[src/rtl/riscv_ctrl_pkg.sv]
// Shared control definitions for the ID/EX control pipeline:
// opcodes, ALUOp encoding, the control bundle and its NOP value.
package riscv_ctrl_pkg;

    localparam int XLEN   = 32;
    localparam int REG_AW = 5;

    localparam logic [6:0] OP_R      = 7'b0110011;
    localparam logic [6:0] OP_LOAD   = 7'b0000011;
    localparam logic [6:0] OP_STORE  = 7'b0100011;
    localparam logic [6:0] OP_BRANCH = 7'b1100011;

    typedef enum logic [1:0] {
        ALUOP_ADD   = 2'b00,
        ALUOP_SUB   = 2'b01,
        ALUOP_FUNCT = 2'b10
    } alu_op_t;

    typedef struct packed {
        alu_op_t alu_op;
        logic    alu_src;
        logic    mem_read;
        logic    mem_write;
        logic    mem_to_reg;
        logic    reg_write;
        logic    branch;
    } ctrl_t;

    localparam ctrl_t CTRL_NOP = '{
        alu_op:     ALUOP_ADD,
        alu_src:    1'b0,
        mem_read:   1'b0,
        mem_write:  1'b0,
        mem_to_reg: 1'b0,
        reg_write:  1'b0,
        branch:     1'b0
    };

endpackage

[src/rtl/id_ex_control_pipe_imm_gen.sv]
// imm_gen: combinational I/S/B immediate select with sign extension.
// Ports: i_opcode, i_hi = instr[31:20], i_lo = instr[11:7]; o_imm.
module imm_gen
    import riscv_ctrl_pkg::*;
#(
    parameter int W = XLEN
) (
    input  logic [6:0]  i_opcode,
    input  logic [11:0] i_hi,
    input  logic [4:0]  i_lo,
    output logic [W-1:0] o_imm
);

    always_comb begin
        o_imm = '0;
        case (i_opcode)
            OP_LOAD:   o_imm = {{(W-12){i_hi[11]}}, i_hi};
            OP_STORE:  o_imm = {{(W-12){i_hi[11]}}, i_hi[11:5], i_lo};
            // B-type: {instr[31], instr[7], instr[30:25], instr[11:8], 0}
            OP_BRANCH: o_imm = {{(W-12){i_hi[11]}}, i_lo[0],
                                i_hi[10:5], i_lo[4:1], 1'b0};
            default:   o_imm = '0;
        endcase
    end

endmodule

[src/rtl/id_ex_control_pipe.sv]
// ID-stage main decoder plus the ID/EX control pipeline register.
// Inputs: clk, reset (async, active-high), id_instr, id_valid, stall,
// flush, ex_hold. Outputs: ex_valid, ex_ALUOp, ex_funct3,
// ex_funct7_bit_6, controls, ex_rs1/rs2/rd, ex_imm, and ex_illegal
// when ILLEGAL_INSTR_EN is defined.
module id_ex_control_pipe
    import riscv_ctrl_pkg::*;
(
    input  logic              clk,
    input  logic              reset,
    input  logic [31:0]       id_instr,
    input  logic              id_valid,
    input  logic              stall,
    input  logic              flush,
    input  logic              ex_hold,
    output logic              ex_valid,
    output logic [1:0]        ex_ALUOp,
    output logic [2:0]        ex_funct3,
    output logic              ex_funct7_bit_6,
    output logic              ex_alu_src,
    output logic              ex_mem_read,
    output logic              ex_mem_write,
    output logic              ex_mem_to_reg,
    output logic              ex_reg_write,
    output logic              ex_branch,
    output logic [REG_AW-1:0] ex_rs1,
    output logic [REG_AW-1:0] ex_rs2,
    output logic [REG_AW-1:0] ex_rd,
`ifdef ILLEGAL_INSTR_EN
    output logic              ex_illegal,
`endif
    output logic [XLEN-1:0]   ex_imm
);

    logic [6:0]      w_opcode;
    logic            w_is_r;
    logic            w_is_ld;
    logic            w_is_st;
    logic            w_is_br;
    logic            w_load;
    ctrl_t           w_ctrl;
    logic [XLEN-1:0] w_imm;

    ctrl_t           r_ctrl;
    logic            r_valid;
    logic [2:0]      r_funct3;
    logic            r_f7b;
    logic [REG_AW-1:0] r_rs1;
    logic [REG_AW-1:0] r_rs2;
    logic [REG_AW-1:0] r_rd;
    logic [XLEN-1:0] r_imm;

    assign w_opcode = id_instr[6:0];
    assign w_is_r   = (w_opcode == OP_R);
    assign w_is_ld  = (w_opcode == OP_LOAD);
    assign w_is_st  = (w_opcode == OP_STORE);
    assign w_is_br  = (w_opcode == OP_BRANCH);
    assign w_load   = id_valid && !stall;

    imm_gen #(.W(XLEN)) u_imm_gen (
        .i_opcode (w_opcode),
        .i_hi     (id_instr[31:20]),
        .i_lo     (id_instr[11:7]),
        .o_imm    (w_imm)
    );

`ifdef ILLEGAL_INSTR_EN
    logic w_r_legal;
    logic w_illegal;
    logic r_illegal;

    // Only add, sub, and, or are implemented among R-type encodings.
    assign w_r_legal =
        ({id_instr[31:25], id_instr[14:12]} == {7'h00, 3'b000}) ||
        ({id_instr[31:25], id_instr[14:12]} == {7'h20, 3'b000}) ||
        ({id_instr[31:25], id_instr[14:12]} == {7'h00, 3'b111}) ||
        ({id_instr[31:25], id_instr[14:12]} == {7'h00, 3'b110});
    assign w_illegal = !(w_is_ld || w_is_st || w_is_br)
                       && !(w_is_r && w_r_legal);
`endif

    always_comb begin
        w_ctrl = CTRL_NOP;
        unique case (1'b1)
            w_is_r: begin
                w_ctrl.alu_op    = ALUOP_FUNCT;
                w_ctrl.reg_write = 1'b1;
            end
            w_is_ld: begin
                w_ctrl.alu_src    = 1'b1;
                w_ctrl.mem_read   = 1'b1;
                w_ctrl.mem_to_reg = 1'b1;
                w_ctrl.reg_write  = 1'b1;
            end
            w_is_st: begin
                w_ctrl.alu_src   = 1'b1;
                w_ctrl.mem_write = 1'b1;
            end
            w_is_br: begin
                w_ctrl.alu_op = ALUOP_SUB;
                w_ctrl.branch = 1'b1;
            end
            default: w_ctrl = CTRL_NOP;
        endcase
`ifdef ILLEGAL_INSTR_EN
        if (w_illegal)
            w_ctrl = CTRL_NOP;
`endif
    end

    // Flush beats hold; hold beats stall. Bubbles still carry the
    // instruction fields, only controls and valid are cleared.
    always_ff @(posedge clk or posedge reset) begin
        if (reset) begin
            r_valid  <= 1'b0;
            r_ctrl   <= CTRL_NOP;
            r_funct3 <= '0;
            r_f7b    <= 1'b0;
            r_rs1    <= '0;
            r_rs2    <= '0;
            r_rd     <= '0;
            r_imm    <= '0;
        end else if (flush || !ex_hold) begin
            r_valid  <= w_load && !flush;
            r_ctrl   <= (w_load && !flush) ? w_ctrl : CTRL_NOP;
            r_funct3 <= id_instr[14:12];
            r_f7b    <= id_instr[30];
            r_rs1    <= id_instr[19:15];
            r_rs2    <= id_instr[24:20];
            r_rd     <= id_instr[11:7];
            r_imm    <= w_imm;
        end
    end

`ifdef ILLEGAL_INSTR_EN
    always_ff @(posedge clk or posedge reset) begin
        if (reset)
            r_illegal <= 1'b0;
        else if (flush || !ex_hold)
            r_illegal <= w_load && !flush && w_illegal;
    end

    assign ex_illegal = r_illegal;
`endif

    assign ex_valid        = r_valid;
    assign ex_ALUOp        = r_ctrl.alu_op;
    assign ex_alu_src      = r_ctrl.alu_src;
    assign ex_mem_read     = r_ctrl.mem_read;
    assign ex_mem_write    = r_ctrl.mem_write;
    assign ex_mem_to_reg   = r_ctrl.mem_to_reg;
    assign ex_reg_write    = r_ctrl.reg_write;
    assign ex_branch       = r_ctrl.branch;
    assign ex_funct3       = r_funct3;
    assign ex_funct7_bit_6 = r_f7b;
    assign ex_rs1          = r_rs1;
    assign ex_rs2          = r_rs2;
    assign ex_rd           = r_rd;
    assign ex_imm          = r_imm;

endmodule

[config.mk]
export PLATFORM = sky130hd
export DESIGN_NAME = id_ex_control_pipe
export DESIGN_NICKNAME = d
export VERILOG_FILES = /design/src/rtl/riscv_ctrl_pkg.sv /design/src/rtl/id_ex_control_pipe_imm_gen.sv /design/src/rtl/id_ex_control_pipe.sv
export SDC_FILE = /design/constraint.sdc
export NUM_CORES = 1
export LEC_CHECK = 0
export CORE_MARGIN = 2
export CORE_UTILIZATION = 42
export CTS_BUF_LIST = sky130_fd_sc_hd__clkbuf_16
export DETAILED_ROUTE_END_ITERATION = 8
export PLACE_DENSITY = 0.9
export SYNTH_ARGS = -nofsm -noshare
export SYNTH_HDL_FRONTEND = slang
export SYNTH_SLANG_ARGS = --single-unit
[constraint.sdc]
create_clock -name clk -period 3.25 [get_ports clk]
set_input_delay 0.65 -clock clk [delete_from_list [all_inputs] [get_ports clk]]
set_output_delay 0.65 -clock clk [all_outputs]
set_load 0.01 [all_outputs]
==> impl_metrics.yaml <==
setup_path:
  worst-path-max-fanout: 21
  cp_startpoint_kind: "flip-flop"
  timing.critical_path.slowest_stage_cell: "dfrtp_1"
  cp.arrival_ns: 1.61
  critPathTopFamily: "flip-flops"
  max_stage_delay_ns: 0.68
  cp_data_required_time_ns: 2.60
  chain_of_cells_forming_the_critical_path: "clkdlybuf4s50_1"
  setup.worst_path.end_class: "output pin"
  worstPathBufferInverterCount: 1
  r2r_setup_slack_ns: 2.32
  crit_type: "reg2out"
synthesis:
  synthMuxAreaShare_pct: 0.5575
  syn-mean-instance-area_sq_um: 9.303
  synth.cell_area_sq_um: 1795
  synthXorXnorAreaFrac_pct: 0.4878
  postSynth.asyncResetShare_pct: 100.0
  seq_area_frac_synth_pct: 54.36
  synth_top_family_by_area: "simple AND/OR/NAND/NOR gates"
  synth_compound_gate_area_share_pct: 7.735
  synth_adder_area_share_pct: 0
  simple_gate_share_of_the_synthesized_area_pct: 25.51
  ys_types: 24
  synth_flop_cell: "dfrtp_1"
  synth_warnings: 0
  netlist_instances: 193
  yosys-top-cells-area: "dfrtp_1, nand2_1, buf_4"
  syn_nets: 231
  yosys-top-cells-count: "nand2_1, dfrtp_1, buf_4"
  synth_enable_flop_cells: 0
  post-synth-top-area-cell: "dfrtp_1"
  yosys.cell_count.top_type: "nand2_1"
  synth-seq-cells: 39
  netlist.area_leader.share_pct: 54.36
grt:
  grt_first_pass_wirelength_mm: 7.307
  groute.usage.overall_pct: 19.01
  gr-total-overflow: 0
  first_global_vias: 1555
  antenna_found_initial: 0
  largest_net_degree_at_the_start_of_global_routing: 40
sta:
  clock-skew-final_ns: 0
  timing_max_transition_violations_final: 0
  finalCritPeriodShare_pct: 69.50
  max_clock_freq_ghz: 0.4427
  worst-slew-pin-transition_ns: 0.7889
  max_slew_margin_pct: 47.41
  setup-tns-final_ns: 0
  grt_setup_unrepaired: "no"
  report.final.hold_viol_count: 0
  setup_viol: 0
  post-route-min-period_ns: 2.259
cts:
  path_clk_slew_ns: 0.05
  cts.repair.resized: 0
  tritoncts_sink_count: 39
  tritoncts: "built"
  cts_inserted_buffers: 5
  clock_tree.htree_level_count: 2
  cts.hold.buffers_added: 0
  clock_tree_root: "clkbuf_16"
  post-cts-setup-buffers: 0
  cts_buffer_depth: 2
  clock_latency_reported_for_the_late_side_of_the_worst_skew_pair_ns: 0.27
floorplan:
  chipHeight_um: 69.38
  num_rows: 23
  design.portCount: 98
  core_area_sq_um: 4058
  initial_core_util_pct: 44.25
  die_area_sq_um: 4814
  chipWidth_um: 69.38
route:
  ant_nets: 0
  totalWireLength_mm: 4.403
  detail_route.drc_violations: 0
  avgViaCountPerCell: 4.814
  drt_pass1_iterations: 4
  vias: 1550
  drt_iter0_drc: 125
  wl_per_cell_um: 13.67
placed_design:
  dp.cells: 314
  portBuffers: 97
  hpwl_mm: 3.202
  placed_area_sq_um: 2666
  gp_congestion: 0.7404
final_layout:
  antenna_cells_inserted: 0
  layout.core_utilization_pct: 69.07
  postLayoutCellArea_sq_um: 2803
  syn_to_final_growth_pct: 56.10
  fraction_of_layout_cells_with_a_size_suffix_above_1_pct: 6.250
  finalNonFillerCells: 322
  num-nets-final: 309
run_status:
  outcome: "finished clean"
power:
  p_per_area_nw_per_um2: 409.0
  max-vdd-ir-drop_mv: 0.2333
  report.power.total_w: 0.001146
  power.static_leakage_nw: 1.259
hold_path:
  hold_class: "reg2reg"
job:
  maxCapViolCount: 0
worst paths after layout:
| check | end | cells after the start | start |
|---|---|---|---|
| setup / recovery | ex_imm[24] | 1 | ex_imm[30]$_DFFE_PP0P_ |
| hold / removal | ex_rs1[1]$_DFFE_PP0P_ | 2 | ex_rs1[1]$_DFFE_PP0P_ |
| setup reg to reg | ex_imm[30]$_DFFE_PP0P_ | 2 | ex_imm[30]$_DFFE_PP0P_ |
| hold reg to reg | ex_rs1[1]$_DFFE_PP0P_ | 2 | ex_rs1[1]$_DFFE_PP0P_ |
| max in group asynchronous | ex_funct3[1]$_DFFE_PP0P_ | 3 | reset |
| min in group asynchronous | ex_imm[6]$_DFFE_PP0P_ | 3 | reset |
where the power goes:
part / internal, W / switching [W] / leakage, nW
registers: 0.000508 / 0.0000129 / 0.506
logic: 0.0000990 / 0.0000767 / 0.683
clock network: 0.000276 / 0.000174 / 0.0701
total: 0.000882 / 0.000264 / 1.26
layout make-up:
class / count / area [sq um]
clock buffer: 5 / 125.1
clock inverter: 3 / 11.26
fill: 320 / 1255
inverter: 1 / 3.754
multi-input combinational: 123 / 623.1
sequential: 39 / 975.9
tap: 50 / 62.56
timing repair buffer: 101 / 1001
layer usage:
layer  GRT usage [%]  vias up  wire [um]
met3           7.267        5        361
met5               0        -          0
met1           23.15      722       1834
met4           5.011        0         32
li1                -      758          -
met2           31.62       65       2174
stage by stage:
| step | hold WS [ns] | setup WS (ns) |
|---|---|---|
| floorplan | 0.5046 | 1.711 |
| global placement | 0.4522 | 0.9603 |
| detailed placement | 0.4594 | 0.9064 |
| CTS | 0.4711 | 0.9748 |
| global route | 0.4956 | 0.8564 |
| finish | 0.4650 | 0.9913 |
kinds of logic after synthesis:
| group | count (synthesis) |
|---|---|
| compound gates | 21 |
| xor+xnor | 1 |
| flops | 39 |
| mux | 1 |
| buf+inv | 31 |
| simple gates | 100 |
tightest hold or removal path: stages (launching register included):
cell	delay, ns
dfrtp_1	0.34
nand2_1	0.05
nand2_1	0.05
layout by cell type, fill, tap and decap left out, drive strengths merged, types with 2 or more instances in the layout:
cell type      count
clkdlybuf4s50     97
dfrtp             39
clkinv             2
o211ai             4
nor4b              2
o21ai             12
nor2b              3
nand3              2
buf                4
nand4              4
o31ai              2
nand2b             3
inv                2
clkbuf             5
nand2             83
flip-flops by register name (all words and copies together) (netlist names), 3 cells and up:
name,count
ex_rs1,5
ex_funct3,3
ex_rd,5
ex_rs2,5
ex_imm,13
No activity file was read; power rests on OpenSTA's default activity.
